<file path="src/rtl/snes_pkg.sv">
// snes_pkg: button bit positions, frame sizes and reader state encoding.
package snes_pkg;
   localparam int SNES_BITS = 16;
   localparam int SNES_BTNS = 12;
   localparam int SNES_B = 0;
   localparam int SNES_Y = 1;
   localparam int SNES_SELECT = 2;
   localparam int SNES_START = 3;
   localparam int SNES_UP = 4;
   localparam int SNES_DOWN = 5;
   localparam int SNES_LEFT = 6;
   localparam int SNES_RIGHT = 7;
   localparam int SNES_A = 8;
   localparam int SNES_X = 9;
   localparam int SNES_L = 10;
   localparam int SNES_R = 11;
   typedef enum logic [2:0] {IDLE, LATCH, CLK_LO, CLK_HI, DONE} state_t;
endpackage

</file>
<file path="src/rtl/sync2.sv">
// sync2: two-flop synchronizer; resets to 1 so an unknown line reads as released.
module sync2 (
   input  logic clk,
   input  logic reset,
   input  logic d,
   output logic q
);
   logic m;
   always_ff @(posedge clk or negedge reset)
      if (!reset) {q, m} <= 2'b11;
      else {q, m} <= {m, d};
endmodule

</file>
<file path="src/rtl/snes_reader.sv">
// snes_reader: polls an SNES pad at a fixed rate and publishes an active-high
// 12-bit button word once per complete 16-bit frame.
module snes_reader import snes_pkg::*; #(
   parameter int TICK_DIV = 300,
   parameter int POLL_DIV = 833333
) (
   input  logic                 clk,
   input  logic                 reset,
   input  logic                 snes_serial_in,
   output logic                 snes_latch,
   output logic                 snes_clock,
   output logic [SNES_BTNS-1:0] snes_data,
   output logic                 snes_valid,
   output logic                 busy
);
   localparam int PW = $clog2(POLL_DIV);
   localparam int TW = $clog2(2 * TICK_DIV);
   state_t state, state_n;
   logic [PW-1:0] poll;
   logic [TW-1:0] tick;
   logic [3:0] idx;
   logic [SNES_BITS-1:0] shift;
   logic din, wrap, tick_end;
   sync2 u_sync (.clk(clk), .reset(reset), .d(snes_serial_in), .q(din));
   assign wrap = poll == PW'(POLL_DIV - 1);
   assign tick_end = tick == TW'((state == LATCH ? 2 * TICK_DIV : TICK_DIV) - 1);
   always_comb begin
      state_n = state;
      case (state)
         IDLE:    if (wrap) state_n = LATCH;
         LATCH:   if (tick_end) state_n = CLK_LO;
         CLK_LO:  if (tick_end) state_n = CLK_HI;
         CLK_HI:  if (tick_end) state_n = idx == 4'd15 ? DONE : CLK_LO;
         default: state_n = IDLE;
      endcase
      snes_latch = state == LATCH;
      snes_clock = state != CLK_LO;
      busy = state != IDLE;
   end
   // LSB-first right shift: after 16 samples bit i sits at shift[i]
   always_ff @(posedge clk or negedge reset)
      if (!reset) begin
         state <= IDLE;
         poll <= '0;
         tick <= '0;
         idx <= '0;
         shift <= '0;
         snes_data <= '0;
         snes_valid <= 1'b0;
      end else begin
         state <= state_n;
         poll <= wrap ? '0 : poll + 1'b1;
         tick <= (state == IDLE || state_n != state) ? '0 : tick + 1'b1;
         if (state == LATCH) idx <= '0;
         else if (state == CLK_HI && tick_end) idx <= idx + 1'b1;
         if (state == CLK_LO && tick_end) shift <= {din, shift[SNES_BITS-1:1]};
         snes_valid <= state == DONE;
         if (state == DONE) snes_data <= ~shift[SNES_BTNS-1:0];
      end
endmodule

</file>
<file path="config.mk">
export PLATFORM = sky130hd
export DESIGN_NAME = snes_reader
export DESIGN_NICKNAME = d
export VERILOG_FILES = /design/src/rtl/snes_pkg.sv /design/src/rtl/sync2.sv /design/src/rtl/snes_reader.sv
export SDC_FILE = /design/constraint.sdc
export NUM_CORES = 1
export LEC_CHECK = 0
export CORE_ASPECT_RATIO = 0.9
export CORE_UTILIZATION = 25
export CTS_BUF_LIST = sky130_fd_sc_hd__clkbuf_4
export CTS_CLUSTER_DIAMETER = 120
export DETAILED_ROUTE_END_ITERATION = 10
export PLACE_DENSITY = 0.44
export SYNTH_ARGS = -nofsm -noshare
export SYNTH_HDL_FRONTEND = slang
export SYNTH_HIERARCHICAL = 1
export SYNTH_SLANG_ARGS = --single-unit
</file>
<file path="constraint.sdc">
create_clock -name clk -period 1.82 [get_ports clk]
set_clock_uncertainty 0.2 [all_clocks]
set_input_delay 0.546 -clock clk [delete_from_list [all_inputs] [get_ports clk]]
set_output_delay 0.546 -clock clk [all_outputs]
set_load 0.01 [all_outputs]
</file>
Yosys cells after proc, flatten, opt, wreduce, memory -nomap -nowiden:

Index checks and enable logic that the tools add are counted.
Widths: inputs -> output; s select.

* flip-flop bits (word level): 68
* word-level logic and storage cells: 40

* bitwise operators: 1
* muxes and demuxes: 11
* equal/unequal tests: 9
* reduce and logical (&&, ||, !) cells: 6
* add/sub/neg operators: 4

Operator list (count)
* $add 20x1->20 const B: 1
* $eq 20x20->1 const B: 1
* $mux 10: 2
* $mux 20: 1
* $mux 3: 5
* $not 12->12: 1
* $pmux 3 s4: 1
* $add 10x1->10 const B: 1
* $eq 10x10->1: 1
* $sub 10x1->10 const B: 1
* $mux 4: 2
* $eq 3x2->1 const B: 2
* $add 4x1->4 const B: 1
* $eq 4x4->1 const B: 1
* $eq 3x1->1 const B: 1
* $eq 3x3->1 const B: 1
* $logic_not 3->1: 1
* $ne 3x2->1 const B: 1
* $ne 3x3->1: 1
* $reduce_bool 3->1: 1
* $logic_and 1x1->1: 2
* $reduce_bool 2->1: 1
* $logic_or 1x1->1: 1

Logic depth before layout (Yosys ltp):

* depth in word-level cells: 9
* mapped depth: 6
* depth with buffers taken out: 6

By module:

The synthesis kept the hierarchy.

By module, submodules not included
* snes_reader: area an instance 2985.4 sq um, times used 1, cells an instance 263, sequential area each 1651.6 sq um
* sync2: area an instance 52.6 sq um, times used 1, cells an instance 2, sequential area each 52.6 sq um

Worst setup path after synthesis:

No wires, ideal clock.

* path kind: register -> register
* from: reg tick[0]
* to: reg shift[10]
* setup slack: -158 ps
* arrival: 1653 ps
* path buffers: 1
* stages on the path, launching flop included: 7
* library setup time: 125 ps
* period minus slack after synthesis: 1978 ps
* path through: dfrtp_1 > ha_1 > nand4b_4 > or2_4 > nor2_8 > buf_12 > mux2_4

* longest elaborated chain between the ends: 2

Ends and longest elaborated chain
* from (decl): RTL line snes_reader.sv:20 `logic [TW-1:0] tick;`
* from (signal assigned): RTL line snes_reader.sv:53 `tick <= (state == IDLE || state_n != state) ? '0 : tick + 1'b1;`
* $eq 10x10->1: RTL line snes_reader.sv:26 `assign tick_end = tick == TW'((state == LATCH ? 2 * TICK_DIV : TICK_DIV) - 1);`
* $logic_and 1x1->1: RTL line snes_reader.sv:56 `if (state == CLK_LO && tick_end) shift <= {din, shift[SNES_BITS-1:1]};`
* to (signal assigned): RTL line snes_reader.sv:56
* to (decl): RTL line snes_reader.sv:22 `logic [SNES_BITS-1:0] shift;`

No other way between the ends.
A chain may end at the register's enable or synchronous reset.

Final worst setup path:

* from: reg state[1]
* to: out snes_clock

* longest elaborated chain between the ends: 1

Ends and longest elaborated chain
* from (decl): RTL line snes_reader.sv:18 `state_t state, state_n;`
* from (signal assigned): RTL line snes_reader.sv:51 `state <= state_n;`
* $ne 3x2->1: RTL line snes_reader.sv:37 `snes_clock = state != CLK_LO;`
* to (decl): RTL line snes_reader.sv:11 `output logic snes_clock,`

No other way between the ends.

==> results.py <==
metrics = {
    "worst_setup_path": {
        "slowest_stage": "dfrtp_1",
        "ff2ff_path_depth": 6,
        "crit_path_start_kind": "flop",
        "cp-endpoint": "snes_clock",
        "path_max_fanout": 3,
        "regToRegEndpoint": "shift[9]",
        "crit_top_cell": "buf_6",
        "arrival_ns": 1.36,
        "end_kind": "output pin",
        "path_cells": "buf_6 > nand2b_4 > or2b_4 > buf_6",
        "crit_required_ns": 1.07,
        "cp_num_buf_inv": 2,
        "worst-path-stages": 4,
        "r2r_slack_ns": -0.09,
        "r2r_start": "tick[9]",
        "slowest_delay_ns": 0.41,
        "crit_start": "state[1]",
        "crit_type": "reg2out",
        "crit_family": "flip-flops",
    },
    "outcome": {
        "violations": "setup timing",
        "outcome": "finished with violations",
    },
    "grt": {
        "grt_pass1_wl_um": 10800,
        "grt_overflow_total": 0,
        "antenna_found_initial": 0,
        "grt_pass1_vias": 2247,
        "grt_use_total_pct": 10.8,
        "grt_max_degree": 69,
    },
    "layout": {
        "stdcell_count": 509,
        "area_growth_pct": 34.4,
        "fillers": 1172,
        "drive_above_1_share_pct": 36.6,
        "fin_nets": 354,
    },
    "sta": {
        "tightest_slew_ns": 0.361,
        "period_minus_slack_ns": 2.11,
        "setup_viol": 20,
        "slew_headroom_pct": 75.9,
        "hold_viol": 0,
        "rsz0062_at_grt": "true",
        "setup_slack_ns": -0.289,
        "fin_crit_sh_pct": 116,
        "fmax_mhz": 474,
        "slew_violations": 0,
    },
    "clock_network": {
        "cts_buffers": 9,
        "cts_buffer_depth": 2,
        "htreeDepth": 3,
        "clockRootBuffer": "clkbuf_4",
        "cts.clk_slew.worst_paths_ns": 0.12,
        "tritoncts": "built",
        "clock_latency_ns": 0.42,
        "clkSinkCount": 68,
    },
    "synth": {
        "synth_cell_type_count": 44,
        "synth.cell_area_um2": 3040,
        "syn_inst": 265,
        "async_flop_share_pct": 100,
        "synth-seq-cells": 68,
        "synth.top_cells.by_count": "dfrtp_1, nor2_1, nand2_1",
        "ys_seq_area_share_pct": 56.1,
        "synth_nets": 272,
        "yosys_most_used_dff": "dfrtp_1",
        "yosysMostFrequentCell": "dfrtp_1",
        "synth_top_area_cell": "dfrtp_1",
        "yosys_warnings": 6,
        "synth_edf_count": 0,
        "synth_top_area_share_pct": 54.4,
        "synth.area.top_cells": "dfrtp_1, mux2_4, xnor2_1",
        "syn_avg_cell_area_um2": 11.5,
    },
    "min_path": {
        "hp-class": "reg2reg",
        "hold_depth": 0,
    },
    "drt": {
        "dr_total_vias": 2170,
        "initialDrtViolationCount": 96,
        "avgRoutedWirePerCell_um": 11.9,
        "viasPerCell": 4.26,
        "dr.pass1.iters": 4,
        "drtAntennaViolNets": 0,
        "routed_wl_um": 6060,
        "drcViolationCount": 0,
    },
    "pwr": {
        "p_leak_nw": 1.89,
        "power.total_mw": 2.58,
        "power_density_nw_per_um2": 633,
        "vdd_ir_drop_max_mv": 0.215,
    },
    "placed_design": {
        "port_buffers": 18,
        "hpwl_um": 3880,
        "gp_congestion": 0.739,
        "dp.cells": 473,
    },
    "floorplanning": {
        "initial_core_util_pct": 26.1,
        "rows": 37,
        "fp.dieArea_um2": 12600,
        "ios": 19,
        "die_w_um": 118,
        "coreArea_um2": 11600,
        "die_h_um": 107,
    },
    "run": {
        "maxCapViolations": 0,
    },
}
## worst reg2reg max path, cell delays in order (launching register included)
cell and delay (ns):
dfrtp_1 0.39, and4bb_1 0.28, nand2_2 0.06, or2_4 0.28
nor2_8 0.15, buf_8 0.15, mux2_4 0.30
## metal layers
metal  part of all wire [%]  global-route usage (%)
met2                     45                    17.3
met1                     49                    13.7
met4                    1.3                    3.85
met5                      0                       0
met3                    4.1                    3.51
## timing repair
item                                   in CTS  in global routing
gates resized for setup                    81                 17
hold buffers                                1                  0
endpoints found under the hold margin      66                  0
setup buffers                              14                  6
cloned                                      1                  1
setup endpoints to repair                  34                 50
pin swaps                                   6                 12
## final cells by class
cell class	count	area [µm²]	area share, %
well taps	156	195	4.78
clock inverters	7	75.1	1.84
clock buffers	9	67.6	1.65
flip-flops and latches	68	1700	41.7
inverters	6	22.5	0.551
diodes	1	2.50	0.0613
multi-input cells	185	1390	33.9
repair buffers	77	632	15.5
## how the worst min path moves through the flow
stage	startpoint	slack, ns	to
after CTS	u_sync/m	0.17	u_sync/q
after floorplan	reset	0.05	idx[0]
after global routing	u_sync/m	0.17	u_sync/q
after detailed placement	u_sync/m	0.15	u_sync/q
final	u_sync/m	0.16	u_sync/q
after global placement	u_sync/m	0.15	u_sync/q
## through the flow
stage | TNS (ns) | worst slack (ns) | cell area [µm²] | hold WS [ns] | util (%)
after floorplan | -0.892 | -0.0892 | 3050 | 0.0504 | -
after global placement | -0.832 | -0.187 | 3720 | 0.148 | 32.0
after detailed placement | -1.15 | -0.196 | 3720 | 0.148 | 32.0
after CTS | -2.31 | -0.300 | 4030 | 0.166 | 34.7
after global routing | -3.78 | -0.371 | 4080 | 0.173 | 35.1
final | -1.90 | -0.289 | 4080 | 0.164 | 35.1
## sequential cells by signal (all words and copies together) (netlist names)
signal and cells:
tick 10, snes_valid 1, idx 4, state 3, snes_data 12, shift 16, poll 20, u_sync/m 1
u_sync/q 1
## report_power, final
part	switching, mW	internal (mW)
logic	0.0296	0.00860
registers	0.000525	1.51
clock network	0.607	0.424
total	0.637	1.95
## placed cells by master, fill, tap and decap left out, types with 2 or more instances in the layout
master,instances
a21oi_1,2
and2_1,2
and3_1,2
and4_1,6
buf_12,3
buf_2,15
buf_4,47
buf_6,7
clkbuf_4,9
clkinvlp_4,3
dfrtp_1,66
dfstp_2,2
ha_1,3
inv_1,5
inv_6,2
mux2_4,16
mux2i_1,3
nand2_1,28
nand2_2,2
nand3_1,9
nand4_1,7
nor2_1,30
nor2b_1,2
nor3_1,2
nor4_2,2
o21ai_0,15
or2_4,2
or3_1,3
xnor2_1,15
xor2_1,11
## cell families after synthesis
family | count (synthesis) | share of synthesized area, %
and+or+nand+nor | 112 | 20.2
DFF | 68 | 56.1
xor gates and xnor gates | 26 | 7.50
AOI/OAI and AO/OA | 24 | 4.32
muxes | 19 | 8.15
buffers and inverters | 12 | 2.10
adders and majority gates | 4 | 1.65
No activity file was read; power rests on OpenSTA's default activity.
